## src/rtl/axi_2_mem_pkg.sv

```systemverilog
// Shared types for the AXI-to-memory slave: FSM states, response codes and
// the default AXI channel typedef set used when no codebase types are supplied.
package axi_2_mem_pkg;

  localparam int unsigned AXI_ADDR_W = 32;
  localparam int unsigned AXI_DATA_W = 32;
  localparam int unsigned AXI_STRB_W = AXI_DATA_W / 8;
  localparam int unsigned AXI_ID_W   = 4;
  localparam int unsigned AXI_LEN_W  = 8;

  localparam logic [1:0] OKAY   = 2'b00;
  localparam logic [1:0] SLVERR = 2'b10;

  typedef enum logic [1:0] {
    IDLE,
    B_RESP,
    R_RESP
  } state_e;

  typedef struct packed {
    logic [AXI_ID_W-1:0]   id;
    logic [AXI_ADDR_W-1:0] addr;
    logic [AXI_LEN_W-1:0]  len;
  } def_aw_chan_t;

  typedef struct packed {
    logic [AXI_DATA_W-1:0] data;
    logic [AXI_STRB_W-1:0] strb;
    logic                  last;
  } def_w_chan_t;

  typedef struct packed {
    logic [AXI_ID_W-1:0] id;
    logic [1:0]          resp;
  } def_b_chan_t;

  typedef struct packed {
    logic [AXI_ID_W-1:0]   id;
    logic [AXI_ADDR_W-1:0] addr;
    logic [AXI_LEN_W-1:0]  len;
  } def_ar_chan_t;

  typedef struct packed {
    logic [AXI_ID_W-1:0]   id;
    logic [AXI_DATA_W-1:0] data;
    logic [1:0]            resp;
    logic                  last;
  } def_r_chan_t;

  typedef struct packed {
    def_aw_chan_t aw;
    logic         aw_valid;
    def_w_chan_t  w;
    logic         w_valid;
    logic         b_ready;
    def_ar_chan_t ar;
    logic         ar_valid;
    logic         r_ready;
  } def_req_t;

  typedef struct packed {
    logic        aw_ready;
    logic        ar_ready;
    logic        w_ready;
    logic        b_valid;
    def_b_chan_t b;
    logic        r_valid;
    def_r_chan_t r;
  } def_resp_t;

endpackage

```

## src/rtl/axi_2_mem_regfile.sv

```systemverilog
// Word storage with one byte-strobed synchronous write port and one
// asynchronous read port; contents clear on reset.
module axi_2_mem_regfile #(
  parameter int unsigned DATAW = 32,
  parameter int unsigned STRBW = DATAW / 8,
  parameter int unsigned DEPTH = 16,
  parameter int unsigned IDXW  = 4
) (
  input  logic             clk_i,
  input  logic             srst_i,
  input  logic             we,
  input  logic [IDXW-1:0]  waddr,
  input  logic [DATAW-1:0] wdata,
  input  logic [STRBW-1:0] wstrb,
  input  logic [IDXW-1:0]  raddr,
  output logic [DATAW-1:0] rdata
);

  logic [DATAW-1:0] mem_q [DEPTH];

  always_ff @(posedge clk_i) begin
    if (srst_i) begin
      for (int unsigned i = 0; i < DEPTH; i++) mem_q[i] <= '0;
    end else if (we) begin
      for (int unsigned b = 0; b < STRBW; b++) begin
        if (wstrb[b]) mem_q[waddr][8*b +: 8] <= wdata[8*b +: 8];
      end
    end
  end

  assign rdata = mem_q[raddr];

endmodule

```

## src/rtl/axi_2_mem.sv

```systemverilog
// Single-beat AXI slave in front of a small word memory. Bursts are drained
// and answered with SLVERR; one write and one read contend via a fair priority bit.
module axi_2_mem
  import axi_2_mem_pkg::*;
#(
  parameter int unsigned      ADDRW     = 32,
  parameter int unsigned      DATAW     = 32,
  parameter int unsigned      STRBW     = DATAW / 8,
  parameter int unsigned      MEM_DEPTH = 16,
  parameter logic [ADDRW-1:0] BASE_ADDR = '0,
  parameter type aw_chan_t  = def_aw_chan_t,
  parameter type w_chan_t   = def_w_chan_t,
  parameter type b_chan_t   = def_b_chan_t,
  parameter type ar_chan_t  = def_ar_chan_t,
  parameter type r_chan_t   = def_r_chan_t,
  parameter type axi_req_t  = def_req_t,
  parameter type axi_resp_t = def_resp_t
) (
  input  logic      clk_i,
  input  logic      srst_i,
  input  axi_req_t  axi_req_i,
  output axi_resp_t axi_resp_o
);

  localparam int unsigned      IDXW       = (MEM_DEPTH > 1) ? $clog2(MEM_DEPTH) : 1;
  localparam int unsigned      OFFW       = $clog2(STRBW);
  localparam logic [ADDRW-1:0] SPAN       = ADDRW'(MEM_DEPTH * STRBW);
  localparam logic [ADDRW-1:0] ALIGN_MASK = ADDRW'(STRBW - 1);

  // BASE_ADDR is word aligned, so alignment of the offset equals alignment of addr.
  function automatic logic addr_ok(input logic [ADDRW-1:0] addr);
    logic [ADDRW-1:0] off;
    off = addr - BASE_ADDR;
    return (addr >= BASE_ADDR) && (off < SPAN) && ((off & ALIGN_MASK) == '0);
  endfunction

  function automatic logic [IDXW-1:0] addr_idx(input logic [ADDRW-1:0] addr);
    return IDXW'((addr - BASE_ADDR) >> OFFW);
  endfunction

  state_e                 state_q;
  logic                   prio_rd_q;
  logic                   aw_full, w_full;
  aw_chan_t               aw_slot;
  w_chan_t                w_slot;
  ar_chan_t               ar_c;
  logic                   b_vld_p0, r_vld_p0;
  b_chan_t                b_p0;
  r_chan_t                r_p0;
  logic [AXI_LEN_W-1:0]   beat_q, rlen_q;
  logic [DATAW-1:0]       rdata;

  logic aw_ready, w_ready, ar_ready;
  logic aw_hs, w_hs, ar_hs, b_hs, r_hs;
  logic w_drain, write_rdy, contended, grant, wr_ok, rd_ok;

  assign ar_c = axi_req_i.ar;

  // A burst keeps the W slot open until its last beat lands in it.
  assign w_drain   = aw_full & w_full & (aw_slot.len != '0) & ~w_slot.last;
  assign write_rdy = aw_full & w_full & ((aw_slot.len == '0) | w_slot.last);
  assign contended = (state_q == IDLE) & write_rdy & axi_req_i.ar_valid;
  assign grant     = (state_q == IDLE) & write_rdy & (~prio_rd_q | ~axi_req_i.ar_valid);

  assign aw_ready = ~srst_i & ~aw_full;
  assign w_ready  = ~srst_i & (~w_full | w_drain);
  assign ar_ready = ~srst_i & (state_q == IDLE) & ~grant;

  assign aw_hs = axi_req_i.aw_valid & aw_ready;
  assign w_hs  = axi_req_i.w_valid & w_ready;
  assign ar_hs = axi_req_i.ar_valid & ar_ready;
  assign b_hs  = (state_q == B_RESP) & axi_req_i.b_ready;
  assign r_hs  = (state_q == R_RESP) & axi_req_i.r_ready;

  assign wr_ok = (aw_slot.len == '0) & addr_ok(aw_slot.addr);
  assign rd_ok = (ar_c.len == '0) & addr_ok(ar_c.addr);

  axi_2_mem_regfile #(
    .DATAW (DATAW),
    .STRBW (STRBW),
    .DEPTH (MEM_DEPTH),
    .IDXW  (IDXW)
  ) i_regfile (
    .clk_i  (clk_i),
    .srst_i (srst_i),
    .we     (grant & wr_ok),
    .waddr  (addr_idx(aw_slot.addr)),
    .wdata  (w_slot.data),
    .wstrb  (w_slot.strb),
    .raddr  (addr_idx(ar_c.addr)),
    .rdata  (rdata)
  );

  always_ff @(posedge clk_i) begin
    if (srst_i) begin
      aw_full <= 1'b0;
      w_full  <= 1'b0;
    end else begin
      if (grant)      aw_full <= 1'b0;
      else if (aw_hs) aw_full <= 1'b1;
      if (grant)      w_full  <= 1'b0;
      else if (w_hs)  w_full  <= 1'b1;
    end
  end

  always_ff @(posedge clk_i) begin
    if (aw_hs) aw_slot <= axi_req_i.aw;
    if (w_hs)  w_slot  <= axi_req_i.w;
  end

  always_ff @(posedge clk_i) begin
    if (srst_i) begin
      state_q   <= IDLE;
      prio_rd_q <= 1'b0;
      b_vld_p0  <= 1'b0;
      r_vld_p0  <= 1'b0;
      beat_q    <= '0;
    end else begin
      case (state_q)
        IDLE: begin
          if (contended) prio_rd_q <= ~prio_rd_q;
          if (grant) begin
            state_q  <= B_RESP;
            b_vld_p0 <= 1'b1;
          end else if (ar_hs) begin
            state_q  <= R_RESP;
            r_vld_p0 <= 1'b1;
            beat_q   <= '0;
          end
        end
        B_RESP: begin
          if (b_hs) begin
            state_q  <= IDLE;
            b_vld_p0 <= 1'b0;
          end
        end
        R_RESP: begin
          if (r_hs) begin
            if (r_p0.last) begin
              state_q  <= IDLE;
              r_vld_p0 <= 1'b0;
            end else begin
              beat_q <= beat_q + AXI_LEN_W'(1);
            end
          end
        end
        default: state_q <= IDLE;
      endcase
    end
  end

  // p0: response payloads captured at grant / AR handshake, held until accepted
  always_ff @(posedge clk_i) begin
    if (grant) begin
      b_p0.id   <= aw_slot.id;
      b_p0.resp <= wr_ok ? OKAY : SLVERR;
    end
    if (ar_hs) begin
      r_p0.id   <= ar_c.id;
      r_p0.data <= rd_ok ? rdata : '0;
      r_p0.resp <= rd_ok ? OKAY : SLVERR;
      r_p0.last <= (ar_c.len == '0);
      rlen_q    <= ar_c.len;
    end else if (r_hs && !r_p0.last) begin
      r_p0.last <= ((beat_q + AXI_LEN_W'(1)) == rlen_q);
    end
  end

  always_comb begin
    axi_resp_o          = '0;
    axi_resp_o.aw_ready = aw_ready;
    axi_resp_o.w_ready  = w_ready;
    axi_resp_o.ar_ready = ar_ready;
    axi_resp_o.b_valid  = b_vld_p0 & ~srst_i;
    axi_resp_o.b        = b_p0;
    axi_resp_o.r_valid  = r_vld_p0 & ~srst_i;
    axi_resp_o.r        = r_p0;
  end

endmodule

```

## config.mk

```make
export PLATFORM = sky130hd
export DESIGN_NAME = axi_2_mem
export DESIGN_NICKNAME = d
export VERILOG_FILES = /design/src/rtl/axi_2_mem_pkg.sv /design/src/rtl/axi_2_mem_regfile.sv /design/src/rtl/axi_2_mem.sv
export SDC_FILE = /design/constraint.sdc
export NUM_CORES = 1
export LEC_CHECK = 0
export CELL_PAD_IN_SITES_DETAIL_PLACEMENT = 0
export CELL_PAD_IN_SITES_GLOBAL_PLACEMENT = 1
export CORE_AREA = 2 2 227 274
export DETAILED_ROUTE_END_ITERATION = 10
export DIE_AREA = 0 0 229 276
export PLACE_DENSITY_LB_ADDON = 0.1
export SLEW_MARGIN = 10
export SYNTH_ARGS = -nofsm -noshare
export SYNTH_HDL_FRONTEND = slang
export SYNTH_SLANG_ARGS = --single-unit
export TNS_END_PERCENT = 30
```

## constraint.sdc

```tcl
create_clock -name clk_i -period 4.2 [get_ports clk_i]
set_clock_uncertainty 0.2 [all_clocks]
set_input_delay 1.26 -clock clk_i [delete_from_list [all_inputs] [get_ports clk_i]]
set_output_delay 1.26 -clock clk_i [all_outputs]
set_load 0.01 [all_outputs]
```

==> results by group <==
Power and ir drop
  – Psw: 2.97 mW
  – Switch share: 0.207
  – Pwr dens: about 420 nW/um^2
  – LEAKAGE: roughly 11 nW
  – Sequential Power Share: 0.523
  – Internal power: roughly 11 mW
  – Maximum vdd drop: between 0.2 and 0.3 mV
  – Clock Power Share: 0.414
  – Gate power share: 0.063

Global routing
  – Tot GR Track Use: 0.223
  – Grt ovf: 0
  – Vias in the first global route: ~17000
  – Initial antenna violation count: 0
  – Pin count of the biggest net entering global routing: between 70 and 80
  – First-pass GRT wire length: between 100 and 150 mm

Worst setup path
  – CP max stage cell: clkdlybuf4s50_1
  – Crit-path cells: clkdlybuf4s50_1 -> a2111o_1 -> nor2_1 -> nor4_1 -> dlygate4sd2_1
  – Setup crit start kind: primary input
  – CP max stage delay: approximately 0.43 ns
  – Worst reg-to-reg setup slack: about 1.3 ns
  – Critical Path RT: roughly 2.7 ns
  – Crit path max fanout: 2
  – Critical path arrival: roughly 2.6 ns
  – Crit path kind: in2out
  – CP Capture Type: output port

Logic synthesis
  – Mux contribution to synthesized area: 0.114
  – Post-synth EDFFs: 644
  – FF+latch count, synth: roughly 660
  – Post-synthesis xor/xnor area fraction: 0.00248
  – Synth Area in Simple Gates: 0.120
  – Synthesized instance count: about 1900
  – Most numerous cell in the Yosys netlist: edfxtp_1
  – Warnings, synthesis: 0
  – Synth Area in Compound Gates: 0.0417
  – Largest family of logic cells by synthesized area: simple AND/OR/NAND/NOR gates
  – Post-synth top flop: edfxtp_1
  – Synth top cells by count: edfxtp_1, nor2_1, mux4_2
  – Synth cell types: 49
  – Post-synth top area share: 0.683
  – Most area-consuming cells after synthesis: edfxtp_1, mux4_2, nor2_1, nand4_4, a211oi_1
  – Post-synthesis sequential area ratio: 0.694
  – Syn Std Cell Area: around 28000 sq um
  – Mapped Avg Cell Area: between 15 and 20 sq um
  – Ys async rst share: 0
  – Synth Area in Adders: 0.000796
  – Synth area leader: edfxtp_1

Worst hold path
  – Worst hold path class: reg2reg

Timing
  – Final setup violation count: 0
  – Max Slew Vio Count: 0
  – Max frequency: roughly 240 MHz
  – Worst-Margin Slew: 1.05 ns
  – Tcrit/Tclk final: 0.973
  – RSZ-0062 raised after global routing: no
  – Count of final hold-check violations: 0
  – Fin crit period: between 4 and 5 ns
  – Relative slew slack: 0.301
  – Sum of negative setup slack: 0 ns

Final layout
  – Non-Filler Instances: ~3000
  – Finished Core Util: 0.558
  – Area grow syn2layout: 19.2%
  – NumNets Final: ~2200
  – Layout cells sized above 1: 0.194
  – Design area: approximately 34000 sq um
  – FILL cells: slightly below 5000

Clocking
  – CTS HTree Levels: 3
  – CTS tree: yes
  – Clock Tree Root: clkbuf_16
  – Total CTS buffers: 68
  – Clk slew on worst S/H paths: around 0.060 ns
  – Clk Latency, worst-skew pair: approximately 0.60 ns
  – Max clock buf depth: 3
  – Sink Count: ~660

Placement
  – Post-detail-place hpwl: around 46 mm
  – DP Cell Count: roughly 2800
  – IO buf count: about 180
  – RePlAce Congestion: 0.759
  – Post-DP Area: about 32000 sq um

Routing
  – DR DRC count: 0
  – Total routed wirelength: slightly below 70 mm
  – Post-DRT Antenna Nets: 0
  – Vias per cell: 5.58
  – Drt wl/cell: approximately 24 microns
  – Via Count: between 15000 and 20000
  – DR pass1 iterations: 5
  – Initial DRC count: roughly 1500

Floorplanning
  – Placeable Area: slightly above 60000 sq um
  – # rows: 99
  – Num ports: approximately 180
  – Initial core utilization: 0.468
  – Die extent in y: 276 microns
  – Full die area: about 63000 sq um
  – Die Span X: between 200 and 250 microns

Run
  – Max-Cap Viols: 0

Outcome
  – Status: finished, final reports clean
## worst paths after layout
path | start | to | cells after the start
hold reg to reg | aw_slot[40] | axi_resp_o[42] | 0
setup / recovery | axi_req_i[1] | axi_resp_o[48] | 5
hold / removal | aw_slot[40] | axi_resp_o[42] | 0
setup reg to reg | aw_slot[5] | i_regfile.mem_q[8][20] | 6
## area by class of cell
type / instances / area [sq um] / area share
diodes: 1 / 2.50 / 0.0000742
clock inverters: 34 / 299 / 0.00886
clock buffers: 83 / 1860 / 0.0553
flip-flops and latches: 659 / 19600 / 0.582
multi-input cells: 1018 / 7890 / 0.234
repair buffers: 330 / 3030 / 0.0897
inverters: 3 / 11.3 / 0.000334
well taps: 808 / 1010 / 0.0300
## repair_timing
action                     4_1_cts  5_1_grt
setup endpoints to repair        1        0
gates resized for setup          1        0
hold buffers                     0        0
buffers inserted                 0        0
## state kept, by name, summed over array words and instances (netlist names)
signal	cells
aw_full	1
w_full	1
i_regfile.mem_q	512
rlen_q	8
prio_rd_q	1
state_q	2
b_vld_p0	1
w_slot	37
r_vld_p0	1
beat_q	8
aw_slot	44
axi_resp_o	43
## kinds of logic after synthesis
family,Yosys count
AO/OA/AOI/OAI,160
AND/OR/NAND/NOR,685
flip-flops,659
XOR/XNOR,8
adder cells (fa/ha/maj),2
multiplexers,161
other,1
buffers and inverters,174
## power groups by stage
stage / Sequential [mW] / Combinational [mW] / Clock (mW)
final: 7.50 / 0.897 / 5.93
after floorplan: 7.61 / 0.495 / 0
after detailed placement: 7.64 / 0.911 / 0
after global placement: 7.63 / 0.901 / 0
after global routing: 7.52 / 0.959 / 6.29
after CTS: 7.50 / 0.912 / 6.07
## worst max-delay path, delay by kind of cell
kind,cells,cell delay (ns)
AOI/OAI and AO/OA,1,0.43
buffers and inverters,2,0.72
and+or+nand+nor,2,0.21
## per-stage QoR
step | power [mW] | hold slack, ns | worst slack (ns)
after floorplan | 8.11 | 0.200 | 0.361
after global placement | 8.53 | 0.202 | -0.0971
after detailed placement | 8.55 | 0.207 | -0.0823
after CTS | 14.5 | 0.221 | 0.113
after global routing | 14.8 | 0.224 | 0.0361
final | 14.3 | 0.219 | 0.115
## layout by cell type (no fill, tap or decap), types with 3 or more instances in the layout
cell type / count
nand3_1: 18
clkinv_2: 11
edfxtp_1: 644
buf_12: 9
clkbuf_1: 10
nand4_4: 30
nand2_1: 21
o21bai_1: 64
bufinv_16: 6
mux4_2: 128
xnor2_1: 5
nand2b_1: 5
a211oi_1: 65
buf_4: 144
nor2b_1: 41
mux2i_1: 33
and3_1: 3
clkbuf_16: 73
o21ai_0: 3
nor4_1: 18
dfxtp_1: 15
nor2_1: 525
clkdlybuf4s50_1: 173
nand4_1: 6
a21oi_1: 11
a311oi_1: 6
clkinv_1: 17
xor2_1: 3
## layer usage
| layer | share of wire | wire, microns | vias up | GRT usage |
|---|---|---|---|---|
| met5 | 0 | 0 | - | 0 |
| met4 | 0.027 | 1890 | 0 | 0.0771 |
| met3 | 0.053 | 3700 | 106 | 0.0319 |
| met2 | 0.51 | 35600 | 527 | 0.384 |
| met1 | 0.41 | 28300 | 8342 | 0.292 |
| li1 | - | - | 7406 | - |
(Power assumes the default switching activity.)
